[config.mk]
export PLATFORM = sky130hd
export DESIGN_NAME = shift_bit_unit_flat
export DESIGN_NICKNAME = d
export VERILOG_FILES = /design/src/rtl/shift_bit_unit_pkg.sv /design/src/rtl/shift_bit_unit_if.sv /design/src/rtl/shift_bit_unit_step.sv /design/src/rtl/shift_bit_unit.sv /design/src/flat_wrapper.sv
export SDC_FILE = /design/constraint.sdc
export NUM_CORES = 1
export LEC_CHECK = 0
export CORE_MARGIN = 2
export CORE_UTILIZATION = 40
export DETAILED_ROUTE_END_ITERATION = 16
export SLEW_MARGIN = 20
export SYNTH_ARGS = -nofsm -noshare
export SYNTH_HDL_FRONTEND = slang
export SYNTH_SLANG_ARGS = --single-unit
[constraint.sdc]
create_clock -name i_Clk -period 6.9 [get_ports i_Clk]
set_input_delay 1.035 -clock i_Clk [delete_from_list [all_inputs] [get_ports i_Clk]]
set_output_delay 1.035 -clock i_Clk [all_outputs]
set_load 0.01 [all_outputs]
[src/rtl/shift_bit_unit_pkg.sv]
// Shared types and helpers for the multi-cycle shift/bit unit.
package sbu_pkg;

    // Operation codes; 11..15 are illegal and pass operand and flags through.
    typedef enum logic [3:0] {
        SBU_RLC  = 4'd0,
        SBU_RRC  = 4'd1,
        SBU_RL   = 4'd2,
        SBU_RR   = 4'd3,
        SBU_SLA  = 4'd4,
        SBU_SRA  = 4'd5,
        SBU_SWAP = 4'd6,
        SBU_SRL  = 4'd7,
        SBU_BIT  = 4'd8,
        SBU_RES  = 4'd9,
        SBU_SET  = 4'd10
    } sbu_op_e;

    // Bit positions inside the {Z,N,H,C} flag nibble.
    localparam int FLAG_Z = 3;
    localparam int FLAG_N = 2;
    localparam int FLAG_H = 1;
    localparam int FLAG_C = 0;

    typedef enum logic [1:0] {
        ST_IDLE = 2'd0,
        ST_BUSY = 2'd1,
        ST_DONE = 2'd2
    } sbu_state_e;

    // True for the ops that run one bit per cycle under a count.
    function automatic logic is_shift_op(input logic [3:0] op);
        case (op)
            SBU_RLC, SBU_RRC, SBU_RL, SBU_RR,
            SBU_SLA, SBU_SRA, SBU_SRL: return 1'b1;
            default:                   return 1'b0;
        endcase
    endfunction

    // Packs individual flags into the {Z,N,H,C} nibble.
    function automatic logic [3:0] make_flags(input logic z, input logic n,
                                              input logic h, input logic c);
        logic [3:0] f;
        f         = 4'b0000;
        f[FLAG_Z] = z;
        f[FLAG_N] = n;
        f[FLAG_H] = h;
        f[FLAG_C] = c;
        return f;
    endfunction

endpackage

[src/rtl/shift_bit_unit_if.sv]
// Request/response bundle between a requester and the shift/bit unit.
interface shift_bit_unit_if #(
    parameter int WIDTH = 8
);
    localparam int AW = $clog2(WIDTH);

    logic             i_Valid;
    logic             o_Ready;
    logic [3:0]       i_Op;
    logic [WIDTH-1:0] i_A;
    logic [3:0]       i_F;
    logic [AW-1:0]    i_Arg;
    logic             i_Disable_Z;
    logic             o_Valid;
    logic             i_Ready;
    logic [WIDTH-1:0] o_A;
    logic [3:0]       o_F;

    modport master (
        output i_Valid, i_Op, i_A, i_F, i_Arg, i_Disable_Z, i_Ready,
        input  o_Ready, o_Valid, o_A, o_F
    );

    modport slave (
        input  i_Valid, i_Op, i_A, i_F, i_Arg, i_Disable_Z, i_Ready,
        output o_Ready, o_Valid, o_A, o_F
    );
endinterface

[src/rtl/shift_bit_unit_step.sv]
// One single-bit shift/rotate step; purely combinational.
module sbu_step
    import sbu_pkg::*;
#(
    parameter int WIDTH = 8
) (
    input  logic [3:0]       op,
    input  logic [WIDTH-1:0] value_in,
    input  logic             carry_in,
    output logic [WIDTH-1:0] value_out,
    output logic             carry_out
);

    // Select the shifted value and the bit that falls off the end.
    always_comb begin
        value_out = value_in;
        carry_out = carry_in;
        case (op)
            SBU_RLC: begin
                value_out = {value_in[WIDTH-2:0], value_in[WIDTH-1]};
                carry_out = value_in[WIDTH-1];
            end
            SBU_RRC: begin
                value_out = {value_in[0], value_in[WIDTH-1:1]};
                carry_out = value_in[0];
            end
            SBU_RL: begin
                value_out = {value_in[WIDTH-2:0], carry_in};
                carry_out = value_in[WIDTH-1];
            end
            SBU_RR: begin
                value_out = {carry_in, value_in[WIDTH-1:1]};
                carry_out = value_in[0];
            end
            SBU_SLA: begin
                value_out = {value_in[WIDTH-2:0], 1'b0};
                carry_out = value_in[WIDTH-1];
            end
            SBU_SRA: begin
                value_out = {value_in[WIDTH-1], value_in[WIDTH-1:1]};
                carry_out = value_in[0];
            end
            SBU_SRL: begin
                value_out = {1'b0, value_in[WIDTH-1:1]};
                carry_out = value_in[0];
            end
            default: begin
                value_out = value_in;
                carry_out = carry_in;
            end
        endcase
    end

endmodule

[src/rtl/shift_bit_unit.sv]
// Multi-cycle rotate/shift/bit unit: one shift step per clock, results held
// in output registers until the consumer takes them.
module shift_bit_unit
    import sbu_pkg::*;
#(
    parameter int WIDTH = 8
) (
    input  logic               i_Clk,
    input  logic               i_Reset,
    shift_bit_unit_if.slave    bus
);
    localparam int AW = $clog2(WIDTH);

    sbu_state_e       state_r, state_nxt_s;
    logic [3:0]       op_r, op_nxt_s;
    logic [WIDTH-1:0] val_r, val_nxt_s;
    logic             carry_r, carry_nxt_s;
    logic [AW-1:0]    cnt_r, cnt_nxt_s;
    logic             dz_r, dz_nxt_s;
    logic [WIDTH-1:0] a_out_r, a_out_nxt_s;
    logic [3:0]       f_out_r, f_out_nxt_s;
    logic             ready_r, valid_r;

    logic             busy_s;
    logic [3:0]       step_op_s;
    logic [WIDTH-1:0] step_in_s, step_out_s;
    logic             step_cin_s, step_cout_s;
    logic [WIDTH-1:0] bit_mask_s;
    logic             step_zero_s;

    // The single step engine serves the accept edge (fresh operand) and the
    // BUSY cycles (chained value and carry).
    assign busy_s      = (state_r == ST_BUSY);
    assign step_op_s   = busy_s ? op_r    : bus.i_Op;
    assign step_in_s   = busy_s ? val_r   : bus.i_A;
    assign step_cin_s  = busy_s ? carry_r : bus.i_F[FLAG_C];
    assign step_zero_s = (step_out_s == {WIDTH{1'b0}});
    assign bit_mask_s  = {{(WIDTH-1){1'b0}}, 1'b1} << bus.i_Arg;

    sbu_step #(.WIDTH(WIDTH)) u_step (
        .op        (step_op_s),
        .value_in  (step_in_s),
        .carry_in  (step_cin_s),
        .value_out (step_out_s),
        .carry_out (step_cout_s)
    );

    // Next-state and datapath decode for IDLE/BUSY/DONE.
    always_comb begin
        state_nxt_s = state_r;
        op_nxt_s    = op_r;
        val_nxt_s   = val_r;
        carry_nxt_s = carry_r;
        cnt_nxt_s   = cnt_r;
        dz_nxt_s    = dz_r;
        a_out_nxt_s = a_out_r;
        f_out_nxt_s = f_out_r;
        case (state_r)
            ST_IDLE: begin
                if (bus.i_Valid) begin
                    op_nxt_s = bus.i_Op;
                    dz_nxt_s = bus.i_Disable_Z;
                    if (is_shift_op(bus.i_Op)) begin
                        if (bus.i_Arg == {AW{1'b0}}) begin
                            // Zero count: operand and carry pass through.
                            a_out_nxt_s = bus.i_A;
                            f_out_nxt_s = make_flags((bus.i_A == {WIDTH{1'b0}}) & ~bus.i_Disable_Z,
                                                     1'b0, 1'b0, bus.i_F[FLAG_C]);
                            state_nxt_s = ST_DONE;
                        end else if (bus.i_Arg == AW'(1)) begin
                            a_out_nxt_s = step_out_s;
                            f_out_nxt_s = make_flags(step_zero_s & ~bus.i_Disable_Z,
                                                     1'b0, 1'b0, step_cout_s);
                            state_nxt_s = ST_DONE;
                        end else begin
                            // First step already done; count holds steps left.
                            val_nxt_s   = step_out_s;
                            carry_nxt_s = step_cout_s;
                            cnt_nxt_s   = bus.i_Arg - AW'(1);
                            state_nxt_s = ST_BUSY;
                        end
                    end else begin
                        state_nxt_s = ST_DONE;
                        case (bus.i_Op)
                            SBU_SWAP: begin
                                a_out_nxt_s = {bus.i_A[WIDTH/2-1:0], bus.i_A[WIDTH-1:WIDTH/2]};
                                f_out_nxt_s = make_flags(bus.i_A == {WIDTH{1'b0}},
                                                         1'b0, 1'b0, 1'b0);
                            end
                            SBU_BIT: begin
                                a_out_nxt_s = bus.i_A;
                                f_out_nxt_s = make_flags(~bus.i_A[bus.i_Arg], 1'b0, 1'b1,
                                                         bus.i_F[FLAG_C]);
                            end
                            SBU_RES: begin
                                a_out_nxt_s = bus.i_A & ~bit_mask_s;
                                f_out_nxt_s = bus.i_F;
                            end
                            SBU_SET: begin
                                a_out_nxt_s = bus.i_A | bit_mask_s;
                                f_out_nxt_s = bus.i_F;
                            end
                            default: begin
                                a_out_nxt_s = bus.i_A;
                                f_out_nxt_s = bus.i_F;
                            end
                        endcase
                    end
                end else begin
                    state_nxt_s = ST_IDLE;
                end
            end
            ST_BUSY: begin
                if (cnt_r == AW'(1)) begin
                    a_out_nxt_s = step_out_s;
                    f_out_nxt_s = make_flags(step_zero_s & ~dz_r, 1'b0, 1'b0, step_cout_s);
                    state_nxt_s = ST_DONE;
                end else begin
                    val_nxt_s   = step_out_s;
                    carry_nxt_s = step_cout_s;
                    cnt_nxt_s   = cnt_r - AW'(1);
                    state_nxt_s = ST_BUSY;
                end
            end
            ST_DONE: begin
                if (bus.i_Ready) begin
                    state_nxt_s = ST_IDLE;
                end else begin
                    state_nxt_s = ST_DONE;
                end
            end
            default: begin
                state_nxt_s = ST_IDLE;
            end
        endcase
    end

    // State, working and output registers; reset aborts any op in flight.
    always_ff @(posedge i_Clk) begin
        if (i_Reset) begin
            state_r <= ST_IDLE;
            op_r    <= 4'd0;
            val_r   <= {WIDTH{1'b0}};
            carry_r <= 1'b0;
            cnt_r   <= {AW{1'b0}};
            dz_r    <= 1'b0;
            a_out_r <= {WIDTH{1'b0}};
            f_out_r <= 4'b0000;
            ready_r <= 1'b1;
            valid_r <= 1'b0;
        end else begin
            state_r <= state_nxt_s;
            op_r    <= op_nxt_s;
            val_r   <= val_nxt_s;
            carry_r <= carry_nxt_s;
            cnt_r   <= cnt_nxt_s;
            dz_r    <= dz_nxt_s;
            a_out_r <= a_out_nxt_s;
            f_out_r <= f_out_nxt_s;
            ready_r <= (state_nxt_s == ST_IDLE);
            valid_r <= (state_nxt_s == ST_DONE);
        end
    end

    assign bus.o_Ready = ready_r;
    assign bus.o_Valid = valid_r;
    assign bus.o_A     = a_out_r;
    assign bus.o_F     = f_out_r;

endmodule

[src/flat_wrapper.sv]
// flat-port wrapper written by rule: the top's interface ports become plain ports
module shift_bit_unit_flat import sbu_pkg::*;
#(
    parameter int WIDTH = 8
)
  (i_Clk, i_Reset, bus_i_Valid, bus_i_Op, bus_i_A, bus_i_F, bus_i_Arg, bus_i_Disable_Z, bus_i_Ready, bus_o_Ready, bus_o_Valid, bus_o_A, bus_o_F);
  shift_bit_unit_if #(.WIDTH(WIDTH)) bus_i ();
  input  logic i_Clk;
  input  logic i_Reset;
  input wire logic [$bits(bus_i.i_Valid)-1:0] bus_i_Valid;
  input wire logic [$bits(bus_i.i_Op)-1:0] bus_i_Op;
  input wire logic [$bits(bus_i.i_A)-1:0] bus_i_A;
  input wire logic [$bits(bus_i.i_F)-1:0] bus_i_F;
  input wire logic [$bits(bus_i.i_Arg)-1:0] bus_i_Arg;
  input wire logic [$bits(bus_i.i_Disable_Z)-1:0] bus_i_Disable_Z;
  input wire logic [$bits(bus_i.i_Ready)-1:0] bus_i_Ready;
  output wire logic [$bits(bus_i.o_Ready)-1:0] bus_o_Ready;
  output wire logic [$bits(bus_i.o_Valid)-1:0] bus_o_Valid;
  output wire logic [$bits(bus_i.o_A)-1:0] bus_o_A;
  output wire logic [$bits(bus_i.o_F)-1:0] bus_o_F;
  assign bus_i.i_Valid = bus_i_Valid;
  assign bus_i.i_Op = bus_i_Op;
  assign bus_i.i_A = bus_i_A;
  assign bus_i.i_F = bus_i_F;
  assign bus_i.i_Arg = bus_i_Arg;
  assign bus_i.i_Disable_Z = bus_i_Disable_Z;
  assign bus_i.i_Ready = bus_i_Ready;
  assign bus_o_Ready = bus_i.o_Ready;
  assign bus_o_Valid = bus_i.o_Valid;
  assign bus_o_A = bus_i.o_A;
  assign bus_o_F = bus_i.o_F;
  shift_bit_unit #(.WIDTH(WIDTH)) u_core (.i_Clk(i_Clk), .i_Reset(i_Reset), .bus(bus_i));
endmodule
==> results.json <==
{
  "synth-edff-count": 0,
  "global_route.usage.met2_pct": 37.8,
  "drt-pass1-iter-count": 5,
  "min_path_type": "reg2reg",
  "yosys_warnings": 0,
  "cts-buffers-inserted": 5,
  "share_clk_of_total_power_pct": 26.3,
  "groute.usage.overall_pct": 23.7,
  "setup_ws_ps": 2850,
  "leading_cell_types_in_the_layout_fill_and_taps_excluded": "43 x nand2_1, 40 x a21oi_1, 37 x clkdlybuf4s50_1",
  "fmax_mhz": 247,
  "power_density_nw_per_um2": 188,
  "worstSetupPathType": "in2reg",
  "timing.max_cap.violations": 0,
  "maximum_vdd_drop_v": 0.000115,
  "first_global_vias": 2472,
  "cp_max_fo": 13,
  "quantity_of_gates_resized_following_cts": 0,
  "fillerInstances": 627,
  "clock_skew_ps": 8.32,
  "route.detailed.wl_per_inst_um": 18.7,
  "synthesis.nets": 365,
  "port-buffer-count": 37,
  "yosysUniqueCellTypes": 56,
  "cts.repair_timing.setup_buffer_count": 0,
  "reg_clk_slew_reported_paths_ps": 80,
  "drive_above_1_share_pct": 5.82,
  "detailroute.via_count": 2657,
  "num_io_pins": 38,
  "die-width_um": 82.9,
  "worst_setup_path_end_kind": "flip-flop",
  "post-place-ws_ps": 2550,
  "final_common_cell": "nand2_1",
  "post_synth_instance_area_um2": 2490,
  "netlist_instances": 334,
  "final_hold_violation_count": 0,
  "antenna-diode-count": 0,
  "final_min_period_over_clock_period_pct": 58.7,
  "htreeDepth": 2,
  "grt.met1_usage_pct": 32.5,
  "measured_slew_at_the_worst_slew_check_pin_ps": 938,
  "endpoint_required_time_on_the_critical_path_ps": 7130,
  "gr-max-usage-layer": "met2",
  "final_util_pct": 49.8,
  "timing.critical_path.arrival_ps": 4280,
  "reg2reg_setup_slack_ps": 3510,
  "comb_power_share_pct": 33.6,
  "start_util_pct": 41.8,
  "clk_root_buffer_cell": "clkbuf_8",
  "detail-route-antenna-nets": 0,
  "synth_seq_area_share_pct": 26.5,
  "grt_first_pass_wirelength_um": 13100,
  "power.share.sequential_pct": 40.1,
  "placed_area_um2": 2880,
  "startpoint_type": "primary input",
  "route.detailed.vias_per_inst": 6.09,
  "final_max_slew_viol_count": 0,
  "floorplan.rows": 28,
  "synth.avg_cell_area_um2": 7.46,
  "final-setup-viol-count": 0,
  "postSynth.topFlopCell": "dfxtp_1",
  "hpwlAfterDp_um": 6030,
  "switching_share_pct": 35.9,
  "gp_routability_congestion": 0.918,
  "ys_async_sr_fraction_pct": 0,
  "p_int_mw": 0.357,
  "setup_total_negative_slack_ps": 0,
  "number_of_antenna_violations_at_the_first_check_in_global_routing": 0,
  "gr-total-overflow": 0,
  "status": "finished, final reports clean",
  "tritoncts_clock_tree": "yes",
  "routed_wirelength_um": 8160,
  "postLayoutCellArea_um2": 2970,
  "detail_route.iter0.violations": 200,
  "detail_route.drc_violations": 0,
  "timing.slew.headroom_pct": 37.5,
  "clockBufferDepth": 2,
  "design.die.area_um2": 6880,
  "cts_hold_buf": 0,
  "power.leakage_nw": 1.12,
  "clock_sink_count": 33,
  "fp.coreArea_um2": 5960,
  "clkLatencyLatePin_ps": 290,
  "grt_util_met3_pct": 4.37,
  "rsz0062_at_grt": "false",
  "power.switching_mw": 0.200,
  "grt_max_degree": 36,
  "area_grow_syn2layout_pct": 19.0,
  "die_y_um": 82.9,
  "period_minus_slack_ps": 4050,
  "ys_seq_elements": 33,
  "finalNetCount": 391
}
[synthesized netlist by cell type (all sizes together) (5+ instances only)]
cell type / n / share of area (%)
nor3: 12 / 2.4
clkbuf: 13 / 2.0
buf: 8 / 2.2
ha: 7 / 3.5
nand2b: 5 / 1.6
nor2b: 7 / 2.1
o21ai: 14 / 2.8
a211oi: 6 / 1.8
nand2: 43 / 6.5
nand3: 10 / 2.0
nor2: 35 / 5.3
dfxtp: 33 / 27
mux2i: 16 / 6.4
inv: 9 / 1.4
a31oi: 11 / 2.8
o211ai: 7 / 2.1
a21oi: 40 / 8.0
[metal layers]
metal / share of wire [%] / vias to the layer above
met5: 0 / -
met4: 2.1 / 0
met3: 5.0 / 14
met2: 47 / 89
met1: 46 / 1269
li1: - / 1285
[final cells by class]
class                   count  area (um^2)  share of cell area [%]
flip-flops and latches     33          661                    22.3
repair buffers             40          393                    13.2
well taps                  75         93.8                    3.16
clock inverters             3         17.5                   0.590
multi-input cells         270         1700                    57.1
clock buffers               5         68.8                    2.32
inverters                  10         37.5                    1.27
[cells by family (layout without fill, tap and decap cells)]
| group | after synthesis | in the layout | share of synthesized area [%] |
|---|---|---|---|
| simple gates | 127 | 127 | 24.2 |
| compound gates | 112 | 112 | 29.4 |
| flops | 33 | 33 | 26.5 |
| buf+inv | 31 | 58 | 5.67 |
| mux | 21 | 21 | 9.59 |
| fa+ha+maj | 7 | 7 | 3.51 |
| xor+xnor | 3 | 3 | 1.05 |
[registers in the layout, indices dropped and copies added, names as in the netlist]
name / cells
u_core.op_r: 4
u_core.bus.o_Ready: 1
u_core.carry_r: 1
u_core.cnt_r: 3
u_core.bus.o_A: 8
u_core.state_r: 2
u_core.dz_r: 1
u_core.bus.o_F: 4
u_core.bus.o_Valid: 1
u_core.val_r: 8
[power groups by stage]
stage / combinational, mW / clock [mW] / sequential (mW)
after global routing: 0.205 / 0.161 / 0.226
after CTS: 0.186 / 0.149 / 0.223
after global placement: 0.185 / 0 / 0.227
after floorplan: 0.119 / 0 / 0.226
final: 0.187 / 0.147 / 0.223
after detailed placement: 0.185 / 0 / 0.228
[final timing paths]
| kind | from | end | cells past startpoint |
|---|---|---|---|
| worst max-delay path | bus_i_Op[1] | u_core.bus.o_F[3] | 8 |
| worst min-delay path | u_core.bus.o_A[7] | u_core.bus.o_A[7] | 2 |
| worst max register to register | u_core.state_r[0] | u_core.bus.o_F[3] | 7 |
| worst min register to register | u_core.bus.o_A[7] | u_core.bus.o_A[7] | 2 |
[critical path, stage by stage]
cell	delay, ps
clkdlybuf4s50_1	670
and3b_1	300
nor3_1	70
a21oi_1	740
a221oi_1	270
or4_1	560
or4_1	500
a31oi_1	130
[metrics by stage]
step                cells  power, mW  hold slack [ps]
floorplan             334      0.346              432
global placement      428      0.412              443
detailed placement    428      0.412              447
CTS                   436      0.558              457
global route          436      0.592              479
finish                436      0.557              455
No activity file was read; power rests on OpenSTA's default activity.
